**src/rtl/sseg_pkg.sv**
```systemverilog
// Shared constants and types for the seven-segment display path.
// The segment decoder uses the same anode patterns.
package sseg_pkg;

  // Active-low anode patterns, one per digit, plus all-off.
  localparam logic [3:0] AN_DIGIT0 = 4'hE;
  localparam logic [3:0] AN_DIGIT1 = 4'hD;
  localparam logic [3:0] AN_DIGIT2 = 4'hB;
  localparam logic [3:0] AN_DIGIT3 = 4'h7;
  localparam logic [3:0] AN_BLANK  = 4'hF;

  // Digit index; wraps naturally from 3 back to 0.
  typedef logic [1:0] digit_idx_t;

  // Outcome of the frame-end arbitration.
  typedef enum logic [1:0] {
    GRANT_NONE = 2'd0,
    GRANT_KB   = 2'd1,
    GRANT_CPU  = 2'd2
  } grant_e;

  // Map a digit index to its anode pattern.
  function automatic logic [3:0] an_of_idx(input digit_idx_t idx);
    logic [3:0] an;
    unique case (idx)
      2'd0:    an = AN_DIGIT0;
      2'd1:    an = AN_DIGIT1;
      2'd2:    an = AN_DIGIT2;
      default: an = AN_DIGIT3;
    endcase
    return an;
  endfunction

endpackage

```
**src/rtl/sseg_refresh_timer.sv**
```systemverilog
// Refresh prescaler and digit-index counter. The prescaler counts
// 0..REFRESH_DIV-1; on its terminal count the digit index advances.
// frame_end_o marks the terminal count of the last digit.
module sseg_refresh_timer
  import sseg_pkg::*;
#(
  parameter int REFRESH_DIV = 100000
) (
  input  logic       clk,
  input  logic       reset_i,
  output digit_idx_t idx_o,
  output logic       step_o,
  output logic       frame_end_o
);

  localparam int              CNT_W = (REFRESH_DIV > 1) ? $clog2(REFRESH_DIV) : 1;
  localparam logic [CNT_W-1:0] TC   = CNT_W'(REFRESH_DIV - 1);

  logic [CNT_W-1:0] presc_q, presc_d;
  digit_idx_t       idx_q, idx_d;
  logic             terminal;

  // Next-state logic for prescaler and digit index.
  always_comb begin
    terminal = (presc_q == TC);
    presc_d  = terminal ? '0 : presc_q + CNT_W'(1);
    idx_d    = terminal ? idx_q + 2'd1 : idx_q;
  end

  // Counter registers with synchronous reset.
  always_ff @(posedge clk) begin
    // NOTE: registers are written with <= so every flop samples the
    // pre-edge value of every other flop, regardless of statement order.
    if (reset_i) begin
      presc_q <= '0;
      idx_q   <= '0;
    end else begin
      presc_q <= presc_d;
      idx_q   <= idx_d;
    end
  end

  assign idx_o       = idx_q;
  assign step_o      = terminal;
  assign frame_end_o = terminal && (idx_q == 2'd3);

endmodule

```
**src/rtl/sseg_scan_ctrl.sv**
```systemverilog
// Scan and update controller for the 4-digit seven-segment display.
// Drives the anode rotation and owns the committed display value.
// Keyboard and CPU updates are arbitrated round-robin and committed
// only at frame end, so a displayed value never tears mid-frame.
module sseg_scan_ctrl
  import sseg_pkg::*;
#(
  parameter int REFRESH_DIV = 100000
) (
  input  logic        clk,
  input  logic        reset,
  input  logic        kb_req,
  input  logic [15:0] kb_data,
  output logic        kb_ack,
  input  logic        cpu_req,
  input  logic [15:0] cpu_data,
  output logic        cpu_ack,
  input  logic        blank,
  output logic [15:0] disp_data,
  output logic [3:0]  AN,
  output logic        frame_tick
);

  digit_idx_t  idx, idx_next;
  logic        step;
  logic        frame_end;
  grant_e      grant;

  logic [15:0] disp_q, disp_d;
  logic [3:0]  an_q, an_d;
  logic        prio_cpu_q, prio_cpu_d;  // 1: CPU wins the next tie
  logic        kb_ack_q, cpu_ack_q, tick_q;

  sseg_refresh_timer #(
    .REFRESH_DIV (REFRESH_DIV)
  ) u_timer (
    .clk         (clk),
    .reset_i     (reset),
    .idx_o       (idx),
    .step_o      (step),
    .frame_end_o (frame_end)
  );

  // Frame-end arbitration: the requester not granted most recently wins a tie.
  always_comb begin
    // NOTE: every signal gets a default before any branch so no path leaves
    // it unassigned, which would otherwise infer a latch.
    grant = GRANT_NONE;
    if (frame_end) begin
      if (kb_req && cpu_req) grant = prio_cpu_q ? GRANT_CPU : GRANT_KB;
      else if (cpu_req)      grant = GRANT_CPU;
      else if (kb_req)       grant = GRANT_KB;
    end
  end

  // Next display value, round-robin pointer and anode pattern.
  always_comb begin
    disp_d     = disp_q;
    prio_cpu_d = prio_cpu_q;
    unique case (grant)
      GRANT_KB: begin
        disp_d     = kb_data;
        prio_cpu_d = 1'b1;
      end
      GRANT_CPU: begin
        disp_d     = cpu_data;
        prio_cpu_d = 1'b0;
      end
      default: ;
    endcase
    idx_next = step ? idx + 2'd1 : idx;
    an_d     = blank ? AN_BLANK : an_of_idx(idx_next);
  end

  // Output and state registers; reset discards any pending grant.
  always_ff @(posedge clk) begin
    // NOTE: only control and output state is reset here; the display value
    // is a small register (not a memory), so clearing it is cheap and required.
    if (reset) begin
      disp_q     <= 16'h0000;
      an_q       <= AN_DIGIT0;
      prio_cpu_q <= 1'b1;
      kb_ack_q   <= 1'b0;
      cpu_ack_q  <= 1'b0;
      tick_q     <= 1'b0;
    end else begin
      disp_q     <= disp_d;
      an_q       <= an_d;
      prio_cpu_q <= prio_cpu_d;
      kb_ack_q   <= (grant == GRANT_KB);
      cpu_ack_q  <= (grant == GRANT_CPU);
      tick_q     <= frame_end;
    end
  end

  assign disp_data  = disp_q;
  assign AN         = an_q;
  assign kb_ack     = kb_ack_q;
  assign cpu_ack    = cpu_ack_q;
  assign frame_tick = tick_q;

endmodule
```
**config.mk**
```make
export PLATFORM = sky130hd
export DESIGN_NAME = sseg_scan_ctrl
export DESIGN_NICKNAME = d
export VERILOG_FILES = /design/src/rtl/sseg_pkg.sv /design/src/rtl/sseg_refresh_timer.sv /design/src/rtl/sseg_scan_ctrl.sv
export SDC_FILE = /design/constraint.sdc
export NUM_CORES = 1
export LEC_CHECK = 0
export CAP_MARGIN = 40
export CELL_PAD_IN_SITES_DETAIL_PLACEMENT = 1
export CELL_PAD_IN_SITES_GLOBAL_PLACEMENT = 1
export CORE_ASPECT_RATIO = 0.9
export CORE_MARGIN = 5
export CORE_UTILIZATION = 37
export DETAILED_ROUTE_END_ITERATION = 6
export PLACE_DENSITY_LB_ADDON = 0.12
export SYNTH_ARGS = -nofsm -noshare
export SYNTH_HDL_FRONTEND = slang
export SYNTH_SLANG_ARGS = --single-unit
```
**constraint.sdc**
```tcl
create_clock -name clk -period 7.55 [get_ports clk]
set_input_delay 0.755 -clock clk [delete_from_list [all_inputs] [get_ports clk]]
set_output_delay 0.755 -clock clk [all_outputs]
set_load 0.02 [all_outputs]
```
==> results.toml, run 1 <==
[layout]
finalNonFillerCells = 348
multiInputGateArea_mm2 = 0.00105
diodes = 0
final-seq-area_um2 = 861
syn_to_final_growth_pct = 38.6
final_util_pct = 52.9
nets = 322
postLayoutCellArea_mm2 = 0.00279
final_layout_size_suffix_gt1_share_pct = 5.34
fill_cells = 623

[sta]
max_freq_mhz = 355
max_slew.worst_pin.slew_ps = 636
fin_worst_skew_ps = 8.04
finalSetupViolCount = 0
relSlewSlack_pct = 57.6
fin_crit_ps = 2810
final-hold-violation-count = 0
setup_tns_ps = 0
hold_ws_ps = 486
slew_viol_final = 0
rsz0062_at_grt = "false"
period_share_pct = 37.3

[floorplanning]
core_mm2 = 0.00529
io_pins = 60
die-area_mm2 = 0.00703
die_y_um = 80.0
start_util_pct = 38.1
die_width_um = 87.8
num_rows = 25

[critical_path]
cp.arrival_ps = 3000
start_kind = "register"
path_max_fanout = 10
cp-end-kind = "register"
required_ps = 7730
r2r_slack_ps = 4740
crit_type = "reg -> reg"

[job]
maxCapViolCount = 0

[detailed_routing]
viasPerCell = 5.00
drt_wl_total_mm = 5.03
drt_iter0_markers = 68
vias = 1740
route.detailed.drc = 0
wl_per_cell_um = 14.5
dr.pass1.iters = 4
ant_nets = 0

[grt]
grt_pass1_vias = 1709
antenna_found_initial = 0
grtUsageTotal_pct = 14.7
grt_pass1_wl_mm = 8.14
grt_max_degree = 29
grt-ovfl-total = 0

[synth]
synth_cell_types = 37
avgSynthCellArea_um2 = 9.00
synth_area_leaders = "dfxtp_1 43%, nor2_1 9.9%, mux2i_1 8.4%, a21oi_1 4.2%, xor2_1 3.5%"
syn-num-nets = 266
synth_cells = 224
yosysWarnings = 0
yosys.area.top_type_share_pct = 42.7
synth-seq-area-share_pct = 42.7
yosys-top-cells-count = "53 x nor2_1, 43 x dfxtp_1, 17 x a21oi_1, 17 x mux2i_1"
yosys.area.top_type = "dfxtp_1"
async_flop_share_pct = 0
synth_top_flop_cell = "dfxtp_1"
synth_edf_count = 0
synth.most_common_cell = "nor2_1"
ys_ff_latch = 43
syn_area_mm2 = 0.00202

[cts]
clock-sinks = 43
path_clk_slew_ps = 80
cts_max_level = 2
insertion_delay_ps = 290
cts_hold_buffers = 0
cts_buffer_depth = 2
cts-buffers-inserted = 5
cts_tree = "built"
cts_resized = 0
root_buffer = "clkbuf_8"
cts_setup_buffers = 0

[status]
outcome = "complete, no violations"

[placement]
post-dp-hpwl_mm = 3.75
dp_cells = 340
dpl_cell_area_mm2 = 0.00266
place_congestion = 0.730
numPortBuffers = 59

[power]
cellPowerDensity_mw_per_mm2 = 169
irDropWorstVdd_uv = 163
p_leak_nw = 1.01

[min_path]
hold_path.class = "reg -> reg"
==> routing by layer <==
| metal | up-vias | track usage (%) | share of wire, % |
|---|---|---|---|
| li1 | 888 | - | - |
| met1 | 804 | 19.1 | 46 |
| met2 | 44 | 22.8 | 47 |
| met3 | 4 | 5.26 | 6.9 |
| met4 | 0 | 3.68 | 0.75 |
| met5 | - | 0 | 0 |
==> cells by family (layout without fill, tap and decap cells) <==
| kind of cell | Yosys count | count (layout) | share of synthesized area, % |
|---|---|---|---|
| buffers and inverters | 19 | 76 | 5.03 |
| adders and majority gates | 5 | 5 | 3.10 |
| AOI/OAI and AO/OA | 25 | 25 | 7.32 |
| xor gates and xnor gates | 15 | 15 | 6.52 |
| DFF | 43 | 43 | 42.7 |
| and+or+nand+nor | 100 | 100 | 26.9 |
| muxes | 17 | 17 | 8.44 |
==> per-stage QoR <==
step / setup slack [ps] / power, mW
after floorplan: 5140 / 0.245
after global placement: 4560 / 0.266
after detailed placement: 4750 / 0.266
after CTS: 4720 / 0.477
after global routing: 4470 / 0.491
final: 4740 / 0.471
==> cells in the final DEF, fill, tap and decap left out, drive strengths merged, types with 3 or more instances in the layout <==
cell	synthesis	routed
mux2i	17	17
nor4	5	5
buf	6	3
nor4b	4	4
clkbuf	7	6
xnor2	7	7
inv	6	6
nand3	6	6
clkdlybuf4s50	0	59
nand2	3	3
a21oi	17	17
nor2	53	53
xor2	8	8
nand4	10	10
ha	5	5
dfxtp	43	43
and4	4	4
nor3	3	3
==> power by group <==
group          total [mW]  internal [mW]  switching, mW  leakage [nW]
logic              0.0308         0.0206         0.0102         0.602
clock network       0.210          0.132         0.0780        0.0654
registers           0.230          0.228        0.00177         0.347
total               0.471          0.381         0.0900          1.01
==> final cells by class <==
cell class                      instances  share of cell area (%)
Tap cell                               67                    3.00
Sequential cell                        43                    30.8
Clock inverter                          2                    2.15
Multi-Input combinational cell        162                    37.7
Inverter                                6                   0.806
Timing Repair Buffer                   62                    22.9
Clock buffer                            6                    2.60
==> state kept, by name, indices dropped and copies added, names as in the netlist <==
| register | flops |
|---|---|
| u_timer.presc_q | 17 |
| prio_cpu_q | 1 |
| AN | 4 |
| frame_tick | 1 |
| cpu_ack | 1 |
| kb_ack | 1 |
| u_timer.idx_o | 2 |
| disp_data | 16 |
==> final timing paths <==
path | startpoint | endpoint | cells after the start
max reg2reg | u_timer.presc_q[0] | disp_data[5] | 10
max | u_timer.presc_q[0] | disp_data[5] | 10
min | u_timer.presc_q[0] | u_timer.presc_q[0] | 1
min reg2reg | u_timer.presc_q[0] | u_timer.presc_q[0] | 1
==> critical path: stages, from the launching register on <==
cell	delay, ps
dfxtp_1	400
ha_1	260
and4_1	320
and4_1	330
o2111a_1	250
ha_1	490
buf_8	220
mux2i_1	200
nor2_1	60
a21oi_1	110
nor2_1	50
Power figures use the tool's default switching activity.
==> inputs of run 2 (changes only) <==
--- a/config.mk
+++ b/config.mk
@@ -10,7 +10,7 @@
 export CELL_PAD_IN_SITES_GLOBAL_PLACEMENT = 1
 export CORE_ASPECT_RATIO = 0.9
 export CORE_MARGIN = 5
-export CORE_UTILIZATION = 37
+export CORE_UTILIZATION = 31
 export DETAILED_ROUTE_END_ITERATION = 6
 export PLACE_DENSITY_LB_ADDON = 0.12
 export SYNTH_ARGS = -nofsm -noshare
==> constraint.sdc (replaced) <==
create_clock -name clk -period 2.5 [get_ports clk]
set_input_delay 0.25 -clock clk [delete_from_list [all_inputs] [get_ports clk]]
set_output_delay 0.25 -clock clk [all_outputs]
set_load 0.02 [all_outputs]
==> run 2 against run 1 <==
  * Register-to-register slack got worse by 4500 ps
  * Combinational power grew to 3.0 times the previous value
  * Critical path depth is the same
  * Largest power group unchanged
  * Count of clock-buffer cells in the layout up 2
  * Sequential share of layout area fell by 0.66 points
  * Flip-flop and latch count unchanged
  * Via count up 3.1%
  * Global-route usage is 1.4 points lower
  * Critical path type unchanged
==> results.toml, run 2 (synthesized netlist as in run 1, its figures left out) <==
[sta]
setup_slack_ps = 197
slew_viol_final = 0
finalSetupViolCount = 0
fin_worst_skew_ps = 4.67
fin_crit_ps = 2300
max_freq_mhz = 434
max_slew.worst_pin.slew_ps = 656
final-hold-violation-count = 0
hold_ws_ps = 484
relSlewSlack_pct = 56.3
setup_tns_ps = 0
rsz0062_at_grt = "false"
period_share_pct = 92.1

[floorplanning]
core_mm2 = 0.00622
die-area_mm2 = 0.00822
io_pins = 60
die_y_um = 86.5
die_width_um = 95
num_rows = 27
start_util_pct = 32.4

[placement]
dp_cells = 369
dpl_worst_slack_ps = 123
numPortBuffers = 59
dpl_cell_area_mm2 = 0.00275
place_congestion = 0.840
post-dp-hpwl_mm = 4.00

[detailed_routing]
viasPerCell = 4.76
drt_iter0_markers = 108
ant_nets = 0
drt_wl_total_mm = 5.27
route.detailed.drc = 0
dr.pass1.iters = 4
vias = 1794
wl_per_cell_um = 14.0

[critical_path]
crit_type = "reg -> reg"
r2r_start = "u_timer.presc_q[0]"
reg2reg_depth = 10
cp-end-kind = "register"
cp.buffers_inverters = 1
required_ps = 2670
crit_chain = "ha_2, and4_1, and4_2, o2111a_1, ha_1, buf_12, mux2i_1, nor2_1, a21oi_1, nor2_1"
start_kind = "register"
critical-path-slowest-cell = "dfxtp_1"
crit_family = "simple AND/OR/NAND/NOR gates"
crit_path_max_incr_delay_ps = 400
path_max_fanout = 17
crit_path_start = "u_timer.presc_q[0]"
cp.arrival_ps = 2480
r2r_slack_ps = 200
r2r-end = "disp_data[2]"
critPathMostFrequentCell = "nor2_1"

[layout]
syn_to_final_growth_pct = 41.7
layout_common_cells = "59 x clkdlybuf4s50_1, 53 x nor2_1, 43 x dfxtp_1, 17 x mux2i_1, 17 x a21oi_1"
largest_reg_flops = 17
final_layout_size_suffix_gt1_share_pct = 8.97
diodes = 0
largest-register = "u_timer.presc_q"
postLayoutCellArea_mm2 = 0.00286
finalNonFillerCells = 377
nets = 331
final_util_pct = 45.9
final_common_cell = "clkdlybuf4s50_1"

[cts]
root_buffer = "clkbuf_8"
cts_tree = "built"
path_clk_slew_ps = 80
cts-buffers-inserted = 5
clock-sinks = 43
cts_max_level = 2
insertion_delay_ps = 280
cts_buffer_depth = 2

[grt]
grtUsageTotal_pct = 13.3
grt_max_degree = 34
grt_pass1_vias = 1821
grt-ovfl-total = 0
grt_pass1_wl_mm = 8.71
antenna_found_initial = 0

[power]
p_total_mw = 1.26
cellPowerDensity_mw_per_mm2 = 443
irDropWorstVdd_uv = 245
p_leak_nw = 1.05

[job]
maxCapViolCount = 0

[status]
outcome = "complete, no violations"

[min_path]
min_to = "u_timer.presc_q[0]"
holdPathStages = 1
min_from = "u_timer.presc_q[0]"
hold_path.class = "reg -> reg"
## run 2: area by class of cell
type                       count  area (um^2)
timing repair buffer          71          706
tap                           87          109
inverter                       6         22.5
multi-input combinational    162         1060
fill                         742         3360
clock buffer                   8          100
sequential                    43          861
## run 2: how the worst max path moves through the flow
stage                    end  depth (start not counted)
6_report        disp_data[2]                         10
4_1_cts         disp_data[2]                         10
5_1_grt        disp_data[11]                         10
3_3_place_gp   disp_data[15]                         10
2_1_floorplan   disp_data[5]                         11
3_5_place_dp    disp_data[2]                         10
## run 2: what timing repair did
| item | 4_1_cts | 5_1_grt |
|---|---|---|
| setup endpoints to repair | 0 | 7 |
| hold buffers | 0 | 0 |
| resized for setup | 0 | 2 |
| setup buffers | 0 | 0 |
## run 2: worst register-to-register path, stage by stage (launching register included)
cell	delay (ps)
dfxtp_1	400
ha_2	230
and4_1	200
and4_2	290
o2111a_1	230
ha_1	210
buf_12	180
mux2i_1	220
nor2_1	60
a21oi_1	120
nor2_1	50
## run 2: metal layers
metal / share of wire, % / vias up / global-route usage (%)
met2: 43 / 42 / 19.8
met3: 6.3 / 2 / 4.60
met5: 0 / - / 0
met4: 0.51 / 0 / 3.15
met1: 50 / 846 / 18.4
li1: - / 904 / -
## run 2: report_power, final
part / internal, mW / switching, mW / total, mW
sequential: 0.689 / 0.00529 / 0.694
combinational: 0.0624 / 0.0304 / 0.0928
clock: 0.252 / 0.225 / 0.477
